==> src/rtl/if_id_reg.sv <==
`default_nettype none
// ============================================================================
// Module   : if_id_reg
// Purpose  : IF/ID pipeline register, two-entry (main + skid) valid/ready
//            buffer with registered in_ready and wrong-path flush.
// Revision : 1.0 - initial release
// ============================================================================
module if_id_reg #(
    parameter int                DATA_W = 32,
    parameter logic [DATA_W-1:0] NOP_IR = '0
) (
    input  logic              clk,
    input  logic              reset,
    input  logic              in_valid,
    output logic              in_ready,
    input  logic [DATA_W-1:0] in_pc_plus_4,
    input  logic [DATA_W-1:0] in_ir,
    input  logic              flush,
    output logic              out_valid,
    input  logic              out_ready,
    output logic [DATA_W-1:0] out_pc_plus_4,
    output logic [DATA_W-1:0] out_ir,
    output logic [1:0]        occupancy
);

    logic              r_main_valid;
    logic [DATA_W-1:0] r_main_ir;
    logic [DATA_W-1:0] r_main_pc;
    logic              r_skid_valid;
    logic [DATA_W-1:0] r_skid_ir;
    logic [DATA_W-1:0] r_skid_pc;
    logic              r_in_ready;
    logic [1:0]        r_occupancy;

    logic              w_accept;
    logic              w_issue;
    logic              w_main_valid_nxt;
    logic [DATA_W-1:0] w_main_ir_nxt;
    logic [DATA_W-1:0] w_main_pc_nxt;
    logic              w_skid_valid_nxt;
    logic [DATA_W-1:0] w_skid_ir_nxt;
    logic [DATA_W-1:0] w_skid_pc_nxt;

    assign w_accept = in_valid & r_in_ready;
    assign w_issue  = r_main_valid & out_ready;

    always_comb begin
        w_main_valid_nxt = r_main_valid;
        w_main_ir_nxt    = r_main_ir;
        w_main_pc_nxt    = r_main_pc;
        w_skid_valid_nxt = r_skid_valid;
        w_skid_ir_nxt    = r_skid_ir;
        w_skid_pc_nxt    = r_skid_pc;

        if (flush) begin
            w_main_valid_nxt = 1'b0;
            w_main_ir_nxt    = NOP_IR;
            w_main_pc_nxt    = '0;
            w_skid_valid_nxt = 1'b0;
            w_skid_ir_nxt    = NOP_IR;
            w_skid_pc_nxt    = '0;
        end else if (!r_main_valid || (w_issue && !r_skid_valid)) begin
            if (w_accept) begin
                w_main_valid_nxt = 1'b1;
                w_main_ir_nxt    = in_ir;
                w_main_pc_nxt    = in_pc_plus_4;
            end else begin
                w_main_valid_nxt = 1'b0;
                w_main_ir_nxt    = NOP_IR;
                w_main_pc_nxt    = '0;
            end
        end else if (w_issue) begin
            // Skid is full here, so in_ready is low and nothing is accepted.
            w_main_valid_nxt = 1'b1;
            w_main_ir_nxt    = r_skid_ir;
            w_main_pc_nxt    = r_skid_pc;
            w_skid_valid_nxt = 1'b0;
            w_skid_ir_nxt    = NOP_IR;
            w_skid_pc_nxt    = '0;
        end else if (w_accept) begin
            w_skid_valid_nxt = 1'b1;
            w_skid_ir_nxt    = in_ir;
            w_skid_pc_nxt    = in_pc_plus_4;
        end
    end

    always_ff @(posedge clk or negedge reset) begin
        if (!reset) begin
            r_main_valid <= 1'b0;
            r_main_ir    <= NOP_IR;
            r_main_pc    <= '0;
            r_skid_valid <= 1'b0;
            r_skid_ir    <= NOP_IR;
            r_skid_pc    <= '0;
            r_in_ready   <= 1'b1;
            r_occupancy  <= 2'd0;
        end else begin
            r_main_valid <= w_main_valid_nxt;
            r_main_ir    <= w_main_ir_nxt;
            r_main_pc    <= w_main_pc_nxt;
            r_skid_valid <= w_skid_valid_nxt;
            r_skid_ir    <= w_skid_ir_nxt;
            r_skid_pc    <= w_skid_pc_nxt;
            // Registered copies track the next-state valids so they stay in step.
            r_in_ready   <= ~w_skid_valid_nxt;
            r_occupancy  <= {1'b0, w_main_valid_nxt} + {1'b0, w_skid_valid_nxt};
        end
    end

    assign in_ready      = r_in_ready;
    assign out_valid     = r_main_valid;
    assign out_ir        = r_main_ir;
    assign out_pc_plus_4 = r_main_pc;
    assign occupancy     = r_occupancy;

endmodule
`default_nettype wire
==> config.mk <==
export PLATFORM = sky130hd
export DESIGN_NAME = if_id_reg
export DESIGN_NICKNAME = d
export VERILOG_FILES = /design/src/rtl/if_id_reg.sv
export SDC_FILE = /design/constraint.sdc
export NUM_CORES = 1
export LEC_CHECK = 0
export BUFFER_PORTS_ARGS = -buffer_cell sky130_fd_sc_hd__buf_2
export CELL_PAD_IN_SITES_DETAIL_PLACEMENT = 1
export CELL_PAD_IN_SITES_GLOBAL_PLACEMENT = 2
export CORE_MARGIN = 2
export CORE_UTILIZATION = 37
export DETAILED_ROUTE_END_ITERATION = 16
export PLACE_DENSITY = 0.83
export SYNTH_ARGS = -nofsm -noshare
export SYNTH_HDL_FRONTEND = slang
export SYNTH_SLANG_ARGS = --single-unit
==> constraint.sdc <==
create_clock -name clk -period 2.9 [get_ports clk]
set_input_delay 0.145 -clock clk [delete_from_list [all_inputs] [get_ports clk]]
set_output_delay 0.145 -clock clk [all_outputs]
set_load 0.03 [all_outputs]
# Word-level counts from Yosys, hierarchy flattened
# Cells that the tools add are included.
# classes
n_addsub	1
n_mul	0
div_mod_pow	0
magnitude_cmp	0
n_eq_ne	1
shift	0
n_mux	24
bitwise	3
reduce_logical	7
# ops
cell	n
$mux 32	16
$mux 1	8
$reduce_bool 3->1	2
$add 1x1->2	1
$and 1x1->1	2
$logic_not 1->1	2
$ne 2x2->1 const B	1
$reduce_and 2->1	1
$logic_and 1x1->1	1
$logic_or 1x1->1	1
$not 1->1	1
# totals
regBits	133
latch_bits	0
ram_bits	0
rom_bits	0
inputBits	69
out_inout_bits	68
wordCells	44
mem_count	0

# Logic depth before layout (Yosys ltp)
# Gate-level depths: netlist of the first run.
# depth
word_depth	6
ltp_mapped	6
mapped_depth_nobuf	4

# Worst setup path before layout of the first run
# Ideal clock, no wire load.
# synth_timing
path_kind	reg-to-reg
from	register r_main_valid, in the netlist out_valid
to	register r_occupancy[0], in the netlist occupancy[0]
setup_time_ns	0.126
t_arrival_ns	1.505
required_time_ns	2.774
setup_slack_ns	1.269
stages_incl_launch_ff	7
n_path_buf	2
period_less_slack_ns	1.631
path_cell_list	dfrtp_1 > inv_1 > buf_2 > buf_2 > o21ai_0 > and2_1 > ha_1
# synth_via
elab_chain_len	6
elab_cells_between_ends	11
cone_classes	add/sub (1); mux (6); bitwise (1); reduce/logical (3)
# synth_lines
element	line_no	text
start: declaration	26	logic r_main_valid;
start signal: assignment	98	r_main_valid <= w_main_valid_nxt;
$and 1x1->1	45	assign w_issue = r_main_valid & out_ready;
$logic_and 1x1->1	62	end else if (!r_main_valid || (w_issue && !r_skid_valid)) begin
$logic_or 1x1->1	62	
$mux 1 *	62	
$mux 1 *	55	if (flush) begin
named net w_main_valid_nxt	37	logic w_main_valid_nxt;
$add 1x1->2 *	106	r_occupancy <= {1'b0, w_main_valid_nxt} + {1'b0, w_skid_valid_nxt};
end signal: assignment	106	
end: declaration	33	logic [1:0] r_occupancy;
# Mark *: on every way through the listed nets, which the timed path passes. The rest lies on a longest branch.
# A chain may end at the register's enable or synchronous reset.

# Worst setup path after layout of the first run
# layout_timing
from	register r_in_ready, in the netlist in_ready
to	register r_occupancy[0], in the netlist occupancy[0]
# layout_via
elab_chain_len	6
elab_cells_between_ends	9
cone_classes	add/sub (1); mux (7); bitwise (1)
# layout_lines
element	line_no	text
start: declaration	32	logic r_in_ready;
start signal: assignment	105	r_in_ready <= ~w_skid_valid_nxt;
$and 1x1->1	44	assign w_accept = in_valid & r_in_ready;
$mux 1	80	end else if (w_accept) begin
$mux 1	72	end else if (w_issue) begin
$mux 1	62	
$mux 1	55	
named net w_skid_valid_nxt	40	logic w_skid_valid_nxt;
$add 1x1->2	106	
# The timed path passes the listed nets, and every way through them passes these cells.

==> qor.tcl, run 1 <==
set qor(number_of_global_route_vias_before_repair) 6054
set qor(hold-worst-slack_ns) 0.0415
set qor(floorplan.initialDensity_pct) 37.8
set qor(netlist.area_leader.share_pct) 55.1
set qor(via_per_inst) 5.92
set qor(hold_path.class) {in2reg}
set qor(crit_chain) {buf_4 -> a31oi_1 -> a211o_1 -> inv_1 -> ha_1}
set qor(chipHeight_um) 131
set qor(worst_ep_arrival_time_ns) 2.37
set qor(design.die.area_mm2) 0.0172
set qor(clk_path_buf_depth) 2
set qor(setup_violations) 0
set qor(fin_area_mm2) 0.00803
set qor(worstSkewPairLatency_ns) 0.42
set qor(max_slew_vio_count) 0
set qor(row_count) 46
set qor(ys_ff_latch) 133
set qor(required_ns) 3.20
set qor(layout_worst_path_cycle_share_pct) 71.3
set qor(cts_made_buffers) 17
set qor(detailed_route_drc_error_count) 0
set qor(wire_per_inst_um) 21.3
set qor(first_pass_grt_wire_length_um) 32300
set qor(master_of_the_slowest_instance_on_the_critical_path) {buf_4}
set qor(synthCells) 537
set qor(detailroute.wirelength.met2_um) 9790
set qor(postCtsSetupBuffers) 0
set qor(ios) 137
set qor(synthesis.area_per_instance_um2) 11.2
set qor(synthMostInstantiatedCell) {dfrtp_1}
set qor(critical_path_peak_fanout) 66
set qor(dieWidth_um) 131
set qor(dr.max_layer_used) {met4}
set qor(max_stage_delay_ns) 0.61
set qor(worst_path_dominant_cell_family) {buffers and inverters}
set qor(clockRootBuffer) {clkbuf_16}
set qor(layout-area-overhead-vs-synth_pct) 34.1
set qor(postCtsResizedCells) 0
set qor(global_route.overflow_total) 0
set qor(synth.top_cells.by_count) {132 x dfrtp_1, 65 x nand2_1}
set qor(fin_setup_tns_ns) 0
set qor(maximum_number_of_pins_on_one_net_before_global_route_repair) 130
set qor(first_iter_violations) 464
set qor(slew_headroom_pct) 43.9
set qor(worstMarginPinSlew_ns) 0.841
set qor(netlist_top_cells_area) {dfrtp_1 55%, a22o_1 9.4%, a311oi_1 9.4%}
set qor(post_synth_arst_share_pct) 100
set qor(power.leakage_nw) 3.74
set qor(yosys_most_used_dff) {dfrtp_1}
set qor(vias) 5508
set qor(core_area_mm2) 0.0158
set qor(antenna_found_initial) 0
set qor(seq_area_frac_synth_pct) 55.6
set qor(min_period_ns) 2.07
set qor(clock.fmax_ghz) 0.483
set qor(hold_viol_final) 0
set qor(crit_path_end_kind) {register}
set qor(wirelength_met1_um) 8860
set qor(postRouteAntennaNets) 0
set qor(synth_edf_count) 0
set qor(htree_levels) 4
set qor(dr.pass1.iters) 4
set qor(cts.sink_count) 133
set qor(final_net_count) 771
set qor(type_of_the_setup_path_with_the_least_slack) {reg2reg}
set qor(cp-start-kind) {register}
set qor(gp_congestion) 0.749
set qor(unrepaired_setup_endpoints_after_global_routing) {false}
set qor(place_hpwl_um) 10800
set qor(cap_violations) 0
set qor(placed_area_mm2) 0.00672
set qor(grt_use_total_pct) 23.1
set qor(place.port_buffers) 136
set qor(ir_drop_mv) 0.459
set qor(cts_tree) {done}
set qor(diodes) 0
set qor(synth_cell_types) 23
set qor(power.density_mw_per_mm2) 638
set qor(fin_skew_ns) 0.00889
set qor(share_of_cells_above_drive_strength_1_pct) 26.3
set qor(path_clk_slew_ns) 0.06
set qor(met3WireLength_um) 849
set qor(run_status) {finished, final reports clean}
set qor(timing.critical_path.buf_inv) 2
set qor(detail_route.wirelength_um) 19800
set qor(synth.yosys.warnings) 0
set qor(dominant_cell_type_by_area_after_synthesis) {dfrtp_1}
set qor(post_synth_net_total) 607
set qor(syn_area_mm2) 0.00599
-- stage by stage --
stage	util [%]	power [mW]	cells	worst slack (ns)
final	50.8	5.13	930	0.831
after global routing	50.8	5.31	930	0.694
after CTS	50.8	5.17	930	0.817
after detailed placement	42.4	2.66	833	0.821
after global placement	42.4	2.64	833	0.874
after floorplan	-	2.41	537	1.27
-- power breakdown --
group | leakage (nW) | switching (mW) | total [mW] | internal, mW
Combinational | 1.62 | 0.467 | 0.706 | 0.239
Clock | 0.318 | 0.832 | 2.43 | 1.59
Sequential | 1.81 | 0.0531 | 1.99 | 1.94
Total | 3.74 | 1.35 | 5.13 | 3.77
-- state kept, by name (all words and copies together) (netlist names) --
| name | flops |
|---|---|
| out_ir | 32 |
| out_pc_plus_4 | 32 |
| r_skid_ir | 32 |
| r_skid_pc | 32 |
| occupancy | 2 |
| in_ready | 1 |
| out_valid | 1 |
| r_skid_valid | 1 |
-- layout by cell type (no fill, tap or decap), types with 9 or more instances in the layout --
cell type	netlist	final
a22o_1	64	64
nand2_1	65	65
a311oi_1	64	64
dlygate4sd3_1	0	65
nor2_1	64	64
clkbuf_16	0	17
o2111ai_1	64	64
dfrtp_1	132	132
buf_2	34	135
buf_4	10	9
-- worst register-to-register path: cells and delay by family, from the launching register on --
kind            cells  cell delay, ns
flops               1            0.53
fa+ha+maj           1            0.22
buf+inv             2            0.69
compound gates      2            0.51
-- area by class of cell --
class | count | area [um2]
multi-input cells | 332 | 2270
repair buffers | 214 | 1490
flip-flops and latches | 133 | 3330
clock buffers | 20 | 467
fillers | 1721 | 7790
clock inverters | 12 | 200
inverters | 3 | 11.3
well taps | 216 | 270
-- worst paths after layout --
kind	slack, ns	from	depth (start not counted)	to
worst max-delay path	0.83	in_ready$_DFF_PN1_	5	occupancy[0]$_DFF_PN0_
worst min-delay path	0.04	out_ready	2	in_ready$_DFF_PN1_
worst max register to register	0.83	in_ready$_DFF_PN1_	5	occupancy[0]$_DFF_PN0_
worst min register to register	0.50	r_skid_pc[10]$_DFFE_PN0P_	1	r_skid_pc[10]$_DFFE_PN0P_
max in group asynchronous	1.78	reset	3	r_skid_ir[20]$_DFFE_PN0P_
min in group asynchronous	0.31	reset	2	out_pc_plus_4[15]$_DFFE_PN0P_
-- cells by family (layout without fill, tap and decap cells) --
family	count (synthesis)	after routing	synth area share, %
buf+inv	72	249	6.73
compound gates	196	196	28.6
simple gates	135	135	8.90
fa+ha+maj	1	1	0.209
flops	133	133	55.6
-- routing by layer --
metal	track usage, %	vias up
met3	4.86	25
met5	0	-
met1	29.6	2915
li1	-	2424
met2	39.2	144
met4	7.79	0
-- timing repair --
item	CTS	global route
endpoints found under the hold margin	131	0
endpoints found under the setup margin	0	0
hold buffers	65	0
Power figures use the tool's default switching activity.
==> run 2: changes to the inputs <==
--- a/config.mk
+++ b/config.mk
@@ -9,9 +9,9 @@
 export CELL_PAD_IN_SITES_DETAIL_PLACEMENT = 1
 export CELL_PAD_IN_SITES_GLOBAL_PLACEMENT = 2
 export CORE_MARGIN = 2
-export CORE_UTILIZATION = 37
+export CORE_UTILIZATION = 34
 export DETAILED_ROUTE_END_ITERATION = 16
-export PLACE_DENSITY = 0.83
+export PLACE_DENSITY = 0.77
 export SYNTH_ARGS = -nofsm -noshare
 export SYNTH_HDL_FRONTEND = slang
 export SYNTH_SLANG_ARGS = --single-unit
==> constraint.sdc (replaced) <==
create_clock -name clk -period 2.1 [get_ports clk]
set_input_delay 0.105 -clock clk [delete_from_list [all_inputs] [get_ports clk]]
set_output_delay 0.105 -clock clk [all_outputs]
set_load 0.03 [all_outputs]
==> qor.tcl, run 2 (synthesis gave the netlist of run 1 again) <==
set qor(max_slew_vio_count) 0 ;# unchanged
set qor(crit_path_end_kind) {register}
set qor(cts.sink_count) 133 ;# unchanged
set qor(diodes) 0 ;# unchanged
set qor(postCtsSetupBuffers) 0 ;# unchanged
set qor(slew_headroom_pct) 66.2 ;# +22 points
set qor(fin_area_mm2) 0.00813 ;# +1.2%
set qor(ios) 137 ;# unchanged
set qor(final_core_density_pct) 47.2 ;# -3.6 points
set qor(via_per_inst) 5.73 ;# -3.3%
set qor(chipHeight_um) 137 ;# +4.2%
set qor(post_layout_nonfiller_instances) 948 ;# +1.9%
set qor(floorplan.initialDensity_pct) 34.7 ;# -3.1 points
set qor(clock.fmax_ghz) 0.560 ;# +16%
set qor(maximum_number_of_pins_on_one_net_before_global_route_repair) 67 ;# -48%
set qor(place.port_buffers) 136 ;# unchanged
set qor(layout-area-overhead-vs-synth_pct) 35.7
set qor(hold_viol_final) 0 ;# unchanged
set qor(ir_drop_mv) 0.570 ;# +24%
set qor(run_status) {finished, final reports clean}
set qor(htree_levels) 4 ;# unchanged
set qor(detail_route.wirelength_um) 20000 ;# +0.65%
set qor(detailed_route_drc_error_count) 0 ;# unchanged
set qor(layout_worst_path_cycle_share_pct) 85.1 ;# +14 points
set qor(mostFrequentLayoutCell) {buf_2}
set qor(first_iter_violations) 339 ;# -27%
set qor(wire_per_inst_um) 21.1 ;# -1.3%
set qor(setup_violations) 0 ;# unchanged
set qor(cp-start-kind) {register}
set qor(share_of_cells_above_drive_strength_1_pct) 26.6 ;# +0.23 points
set qor(type_of_the_setup_path_with_the_least_slack) {reg2reg}
set qor(vias) 5430 ;# -1.4%
set qor(cts_tree) {done}
set qor(number_of_global_route_vias_before_repair) 5914 ;# -2.3%
set qor(required_ns) 2.40 ;# -0.80 ns
set qor(unrepaired_setup_endpoints_after_global_routing) {false}
set qor(postRouteAntennaNets) 0 ;# unchanged
set qor(final_net_count) 780 ;# +1.2%
set qor(worst_ep_arrival_time_ns) 2.08 ;# -0.29 ns
set qor(hold_path.class) {in2reg}
set qor(pre_cts_slack_ns) 0.342 ;# -0.478 ns
set qor(hold_depth) 3 ;# +1
set qor(place_hpwl_um) 11100 ;# +2.6%
set qor(placed_area_mm2) 0.00686 ;# +2.1%
set qor(path_clk_slew_ns) 0.06 ;# about the same
set qor(first_pass_grt_wire_length_um) 31600 ;# -2.1%
set qor(hold-worst-slack_ns) 0.0516 ;# +0.0101 ns
set qor(dpl.cell_count) 849 ;# +1.9%
set qor(final_critical_path_setup_slack_ns) 0.313 ;# -0.518 ns
set qor(cap_violations) 0 ;# unchanged
set qor(worstSkewPairLatency_ns) 0.42 ;# about the same
set qor(clockRootBuffer) {clkbuf_16}
set qor(layout.cells.most_common_list) {135 x buf_2, 132 x dfrtp_1, 67 x dlygate4sd3_1, 65 x nand2_1}
set qor(min_period_ns) 1.79 ;# -0.282 ns
set qor(critical_path_peak_fanout) 25 ;# -62%
set qor(antenna_found_initial) 0 ;# unchanged
set qor(power.density_mw_per_mm2) 838 ;# +31%
set qor(core_area_mm2) 0.0172 ;# +8.9%
set qor(grt_use_total_pct) 22.0 ;# -1.1 points
set qor(cts_made_buffers) 17 ;# unchanged
set qor(dieWidth_um) 137 ;# +4.2%
set qor(fin_skew_ns) 0.00912 ;# +0.000230 ns
set qor(power.leakage_nw) 3.78 ;# +1.0%
set qor(design.die.area_mm2) 0.0187 ;# +8.5%
set qor(fin_setup_tns_ns) 0 ;# unchanged
set qor(global_route.overflow_total) 0 ;# unchanged
set qor(power_mw) 6.81 ;# +33%
set qor(worst-r2r-setup-slack_ns) 0.31 ;# -0.52 ns
set qor(row_count) 48 ;# +4.3%
set qor(dr.pass1.iters) 4 ;# unchanged
set qor(worst-r2r-cell-count) 4 ;# -1
set qor(worstMarginPinSlew_ns) 0.506 ;# -0.334 ns
set qor(clk_path_buf_depth) 2 ;# unchanged
set qor(gp_congestion) 0.735 ;# -1.9%
-- run 2: layout make-up --
cell class / count / area (um2)
clock buffer: 23 / 478
clock inverter: 9 / 125
fill: 1888 / 9110
inverter: 3 / 11.3
multi-input combinational: 332 / 2270
sequential: 133 / 3330
tap: 225 / 282
timing repair buffer: 223 / 1630
-- run 2: power by group --
group          switching (mW)  total (mW)  leakage (nW)  internal [mW]
sequential             0.0717        2.75          1.81           2.68
combinational           0.647        1.00          1.68          0.356
clock                    1.10        3.06         0.293           1.95
total                    1.82        6.81          3.78           4.99
-- run 2: path summary, 6_finish.rpt --
path / start / to
min in group asynchronous: reset / r_skid_pc[16]$_DFFE_PN0P_
max in group asynchronous: reset / in_ready$_DFF_PN1_
worst min-delay path: flush / r_skid_valid$_DFF_PN0_
worst min register to register: r_skid_pc[19]$_DFFE_PN0P_ / r_skid_pc[19]$_DFFE_PN0P_
worst max register to register: out_valid$_DFF_PN0_ / out_pc_plus_4[24]$_DFFE_PN0P_
worst max-delay path: out_valid$_DFF_PN0_ / out_pc_plus_4[24]$_DFFE_PN0P_
-- run 2: what timing repair did --
action | 4_1_cts | 5_1_grt
endpoints found under the hold margin | 115 | 0
hold buffers | 67 | 0
gates resized for setup | 0 | 0
-- run 2: critical path, stage by stage, from the launching register on --
cell and delay [ns]:
dfrtp_1 0.48, inv_2 0.41, buf_12 0.25, o2111ai_1 0.17, a311oi_1 0.36
-- run 2: routing by layer --
metal  vias up  GRT usage, %  routed length [um]
met4         0          10.2                 490
met3        37          4.19                 820
met1      2804          28.7                9050
li1       2448             -                   -
met2       141          35.6                9620
met5         -             0                   0
==> run 3: changes to the inputs <==
--- a/config.mk
+++ b/config.mk
@@ -11,7 +11,7 @@
 export CORE_MARGIN = 2
 export CORE_UTILIZATION = 34
 export DETAILED_ROUTE_END_ITERATION = 16
-export PLACE_DENSITY = 0.77
+export PLACE_DENSITY_LB_ADDON = 0.1
 export SYNTH_ARGS = -nofsm -noshare
 export SYNTH_HDL_FRONTEND = slang
 export SYNTH_SLANG_ARGS = --single-unit
==> qor.tcl, run 3 (synthesis gave the netlist of run 1 again) <==
set qor(run_status) {finished, final reports clean}
set qor(slew_headroom_pct) 56.8 ;# -9.4 points
set qor(type_of_the_setup_path_with_the_least_slack) {reg2out}
set qor(clk_path_buf_depth) 2 ;# unchanged
set qor(worstMarginPinSlew_ns) 0.648 ;# +0.142 ns
set qor(worst_path_dominant_cell_family) {buffers and inverters}
set qor(hold_depth) 2 ;# -1
set qor(place_hpwl_um) 11400 ;# +2.2%
set qor(fin_setup_tns_ns) 0 ;# unchanged
set qor(gp_congestion) 0.742 ;# +0.98%
set qor(design.die.area_mm2) 0.0187 ;# unchanged
set qor(clockRootBuffer) {clkbuf_16}
set qor(power.density_mw_per_mm2) 817 ;# -2.5%
set qor(worst-r2r-setup-slack_ns) 0.44 ;# +0.13 ns
set qor(detailed_route_drc_error_count) 0 ;# unchanged
set qor(placed_area_mm2) 0.00680 ;# -0.77%
set qor(mostFrequentLayoutCell) {buf_2}
set qor(layout_worst_path_cycle_share_pct) 82.8 ;# -2.3 points
set qor(master_of_the_slowest_instance_on_the_critical_path) {dfstp_2}
set qor(power.switching_fraction_pct) 27.1 ;# +0.36 points
set qor(via_per_inst) 5.61 ;# -2.1%
set qor(filler_cell_count) 1862 ;# -1.4%
set qor(first_pass_grt_wire_length_um) 31200 ;# -1.4%
set qor(cts_made_buffers) 17 ;# unchanged
set qor(total_switching_power_mw) 1.78 ;# -2.5%
set qor(internal_power_mw) 4.78 ;# -4.3%
set qor(ios) 137 ;# unchanged
set qor(chipHeight_um) 137 ;# unchanged
set qor(layout.cells.most_common_list) {135 x buf_2, 132 x dfrtp_1, 66 x dlygate4sd3_1, 65 x nand2_1}
set qor(ir_drop_mv) 0.566 ;# -0.79%
set qor(hold_path.class) {in2reg}
set qor(hold_viol_final) 0 ;# unchanged
set qor(clock.fmax_ghz) 0.575 ;# +2.7%
set qor(max_slew_vio_count) 0 ;# unchanged
set qor(dr.pass1.iters) 4 ;# unchanged
set qor(cp-start-kind) {register}
set qor(worst_ep_arrival_time_ns) 1.63 ;# -0.45 ns
set qor(min_period_ns) 1.74 ;# -0.0477 ns
set qor(layout-area-overhead-vs-synth_pct) 33.9
set qor(worstReg2RegEnd) {out_ir[9]$_DFFE_PN0P_}
set qor(worstSkewPairLatency_ns) 0.41 ;# about the same
set qor(timing.rr.start) {out_valid$_DFF_PN0_}
set qor(postCtsResizedCells) 0 ;# unchanged
set qor(grt_use_total_pct) 21.7 ;# -0.33 points
set qor(power.share.clock_pct) 43.0 ;# -1.9 points
set qor(post_layout_nonfiller_instances) 948 ;# unchanged
set qor(cts_tree) {done}
set qor(detail_route.wirelength_um) 19300 ;# -3.2%
set qor(cap_violations) 0 ;# unchanged
set qor(number_of_global_route_vias_before_repair) 5667 ;# -4.2%
set qor(core_area_mm2) 0.0172 ;# unchanged
set qor(fin_area_mm2) 0.00802 ;# -1.3%
set qor(hp-start) {flush}
set qor(dieWidth_um) 137 ;# unchanged
set qor(vias) 5316 ;# -2.1%
set qor(htree_levels) 4 ;# unchanged
set qor(path_clk_slew_ns) 0.05 ;# about the same
set qor(first_iter_violations) 264 ;# -22%
set qor(share_of_cells_above_drive_strength_1_pct) 26.7 ;# +0.14 points
set qor(combinationalPowerShare_pct) 15.0 ;# +0.3 points
set qor(row_count) 48 ;# unchanged
set qor(dpl.cell_count) 852 ;# +0.35%
set qor(maximum_number_of_pins_on_one_net_before_global_route_repair) 64 ;# -4.5%
set qor(power.leakage_nw) 3.75 ;# -0.75%
set qor(required_ns) 2.00 ;# -0.40 ns
set qor(crit_path_end_kind) {output pin}
set qor(cts.sink_count) 133 ;# unchanged
set qor(floorplan.initialDensity_pct) 34.7 ;# unchanged
set qor(reg_power_share_pct) 42.0 ;# +1.6 points
set qor(global_route.overflow_total) 0 ;# unchanged
set qor(timing.critical_path.buf_inv) 2 ;# unchanged
set qor(worst-r2r-cell-count) 4 ;# unchanged
set qor(antenna_found_initial) 0 ;# unchanged
set qor(unrepaired_setup_endpoints_after_global_routing) {false}
set qor(min_delay_worst_endpoint) {in_ready$_DFF_PN1_}
set qor(setup_violations) 0 ;# unchanged
set qor(power_mw) 6.55 ;# -3.8%
set qor(wire_per_inst_um) 20.4 ;# -3.2%
set qor(final_net_count) 782 ;# +0.26%
set qor(crit_chain) {buf_4 -> buf_2}
set qor(cts_hold_repair.buffers) 66 ;# -1.5%
set qor(critical_path_peak_fanout) 33 ;# +32%
set qor(place.port_buffers) 136 ;# unchanged
set qor(max_stage_delay_ns) 0.56 ;# +0.08 ns
set qor(fin_skew_ns) 0.00748 ;# -0.00163 ns
set qor(diodes) 0 ;# unchanged
set qor(postRouteAntennaNets) 0 ;# unchanged
set qor(postCtsSetupBuffers) 0 ;# unchanged
[run 3: changes by cell type in the layout (fill, tap and decap cells not counted), sizes merged]
cell         previous run  this run
bufinv                  3         0
buf                   156       159
dlygate4sd3            67        66
clkbuf                 23        28
clkinv                  4         1
clkinvlp                2         1
[run 3: final cells by class]
cell class,count,area [um2],area share [%]
inverters,3,11.3,0.140
clock inverters,2,12.5,0.156
clock buffers,28,547,6.82
well taps,225,282,3.51
repair buffers,225,1570,19.6
multi-input cells,332,2270,28.3
flip-flops and latches,133,3330,41.5
[run 3: worst max-delay path by stage]
stage,start,endpoint,slack [ns],depth (start not counted)
4_1_cts,in_ready$_DFF_PN1_,in_ready,0.34,2
5_1_grt,out_valid$_DFF_PN0_,out_ir[9]$_DFFE_PN0P_,0.25,4
3_3_place_gp,out_valid$_DFF_PN0_,out_ir[1]$_DFFE_PN0P_,0.50,4
6_report,in_ready$_DFF_PN1_,in_ready,0.36,2
2_1_floorplan,out_valid$_DFF_PN0_,occupancy[0]$_DFF_PN0_,0.47,6
3_5_place_dp,out_valid$_DFF_PN0_,out_ir[12]$_DFFE_PN0P_,0.46,4
[run 3: per-layer routing]
metal | global-route usage [%] | vias up | wire [um]
li1 | - | 2436 | -
met1 | 29.4 | 2710 | 8920
met2 | 34.7 | 152 | 9310
met3 | 4.52 | 18 | 870
met4 | 7.29 | 0 | 236
met5 | 0 | - | 0
[run 3: metrics by stage]
step	util (%)	hold slack (ns)	setup slack (ns)
final	46.5	0.0592	0.361
after floorplan	-	-0.191	0.469
after CTS	46.5	0.0310	0.344
after global routing	46.5	0.0582	0.255
after detailed placement	39.5	0.0954	0.458
after global placement	39.5	0.0886	0.503
[run 3: power groups by stage]
| stage | Sequential, mW | Combinational (mW) | Clock [mW] |
|---|---|---|---|
| global placement | 2.80 | 0.883 | 0 |
| CTS | 2.76 | 0.993 | 2.90 |
| detailed placement | 2.80 | 0.895 | 0 |
| floorplan | 2.96 | 0.363 | 0 |
| finish | 2.75 | 0.982 | 2.82 |
| global route | 2.77 | 1.07 | 3.00 |
[run 3: worst reg2reg max path, stage by stage (launching register included)]
cell,delay (ns)
dfrtp_1,0.47
inv_2,0.34
buf_12,0.26
o2111ai_1,0.16
a311oi_1,0.32
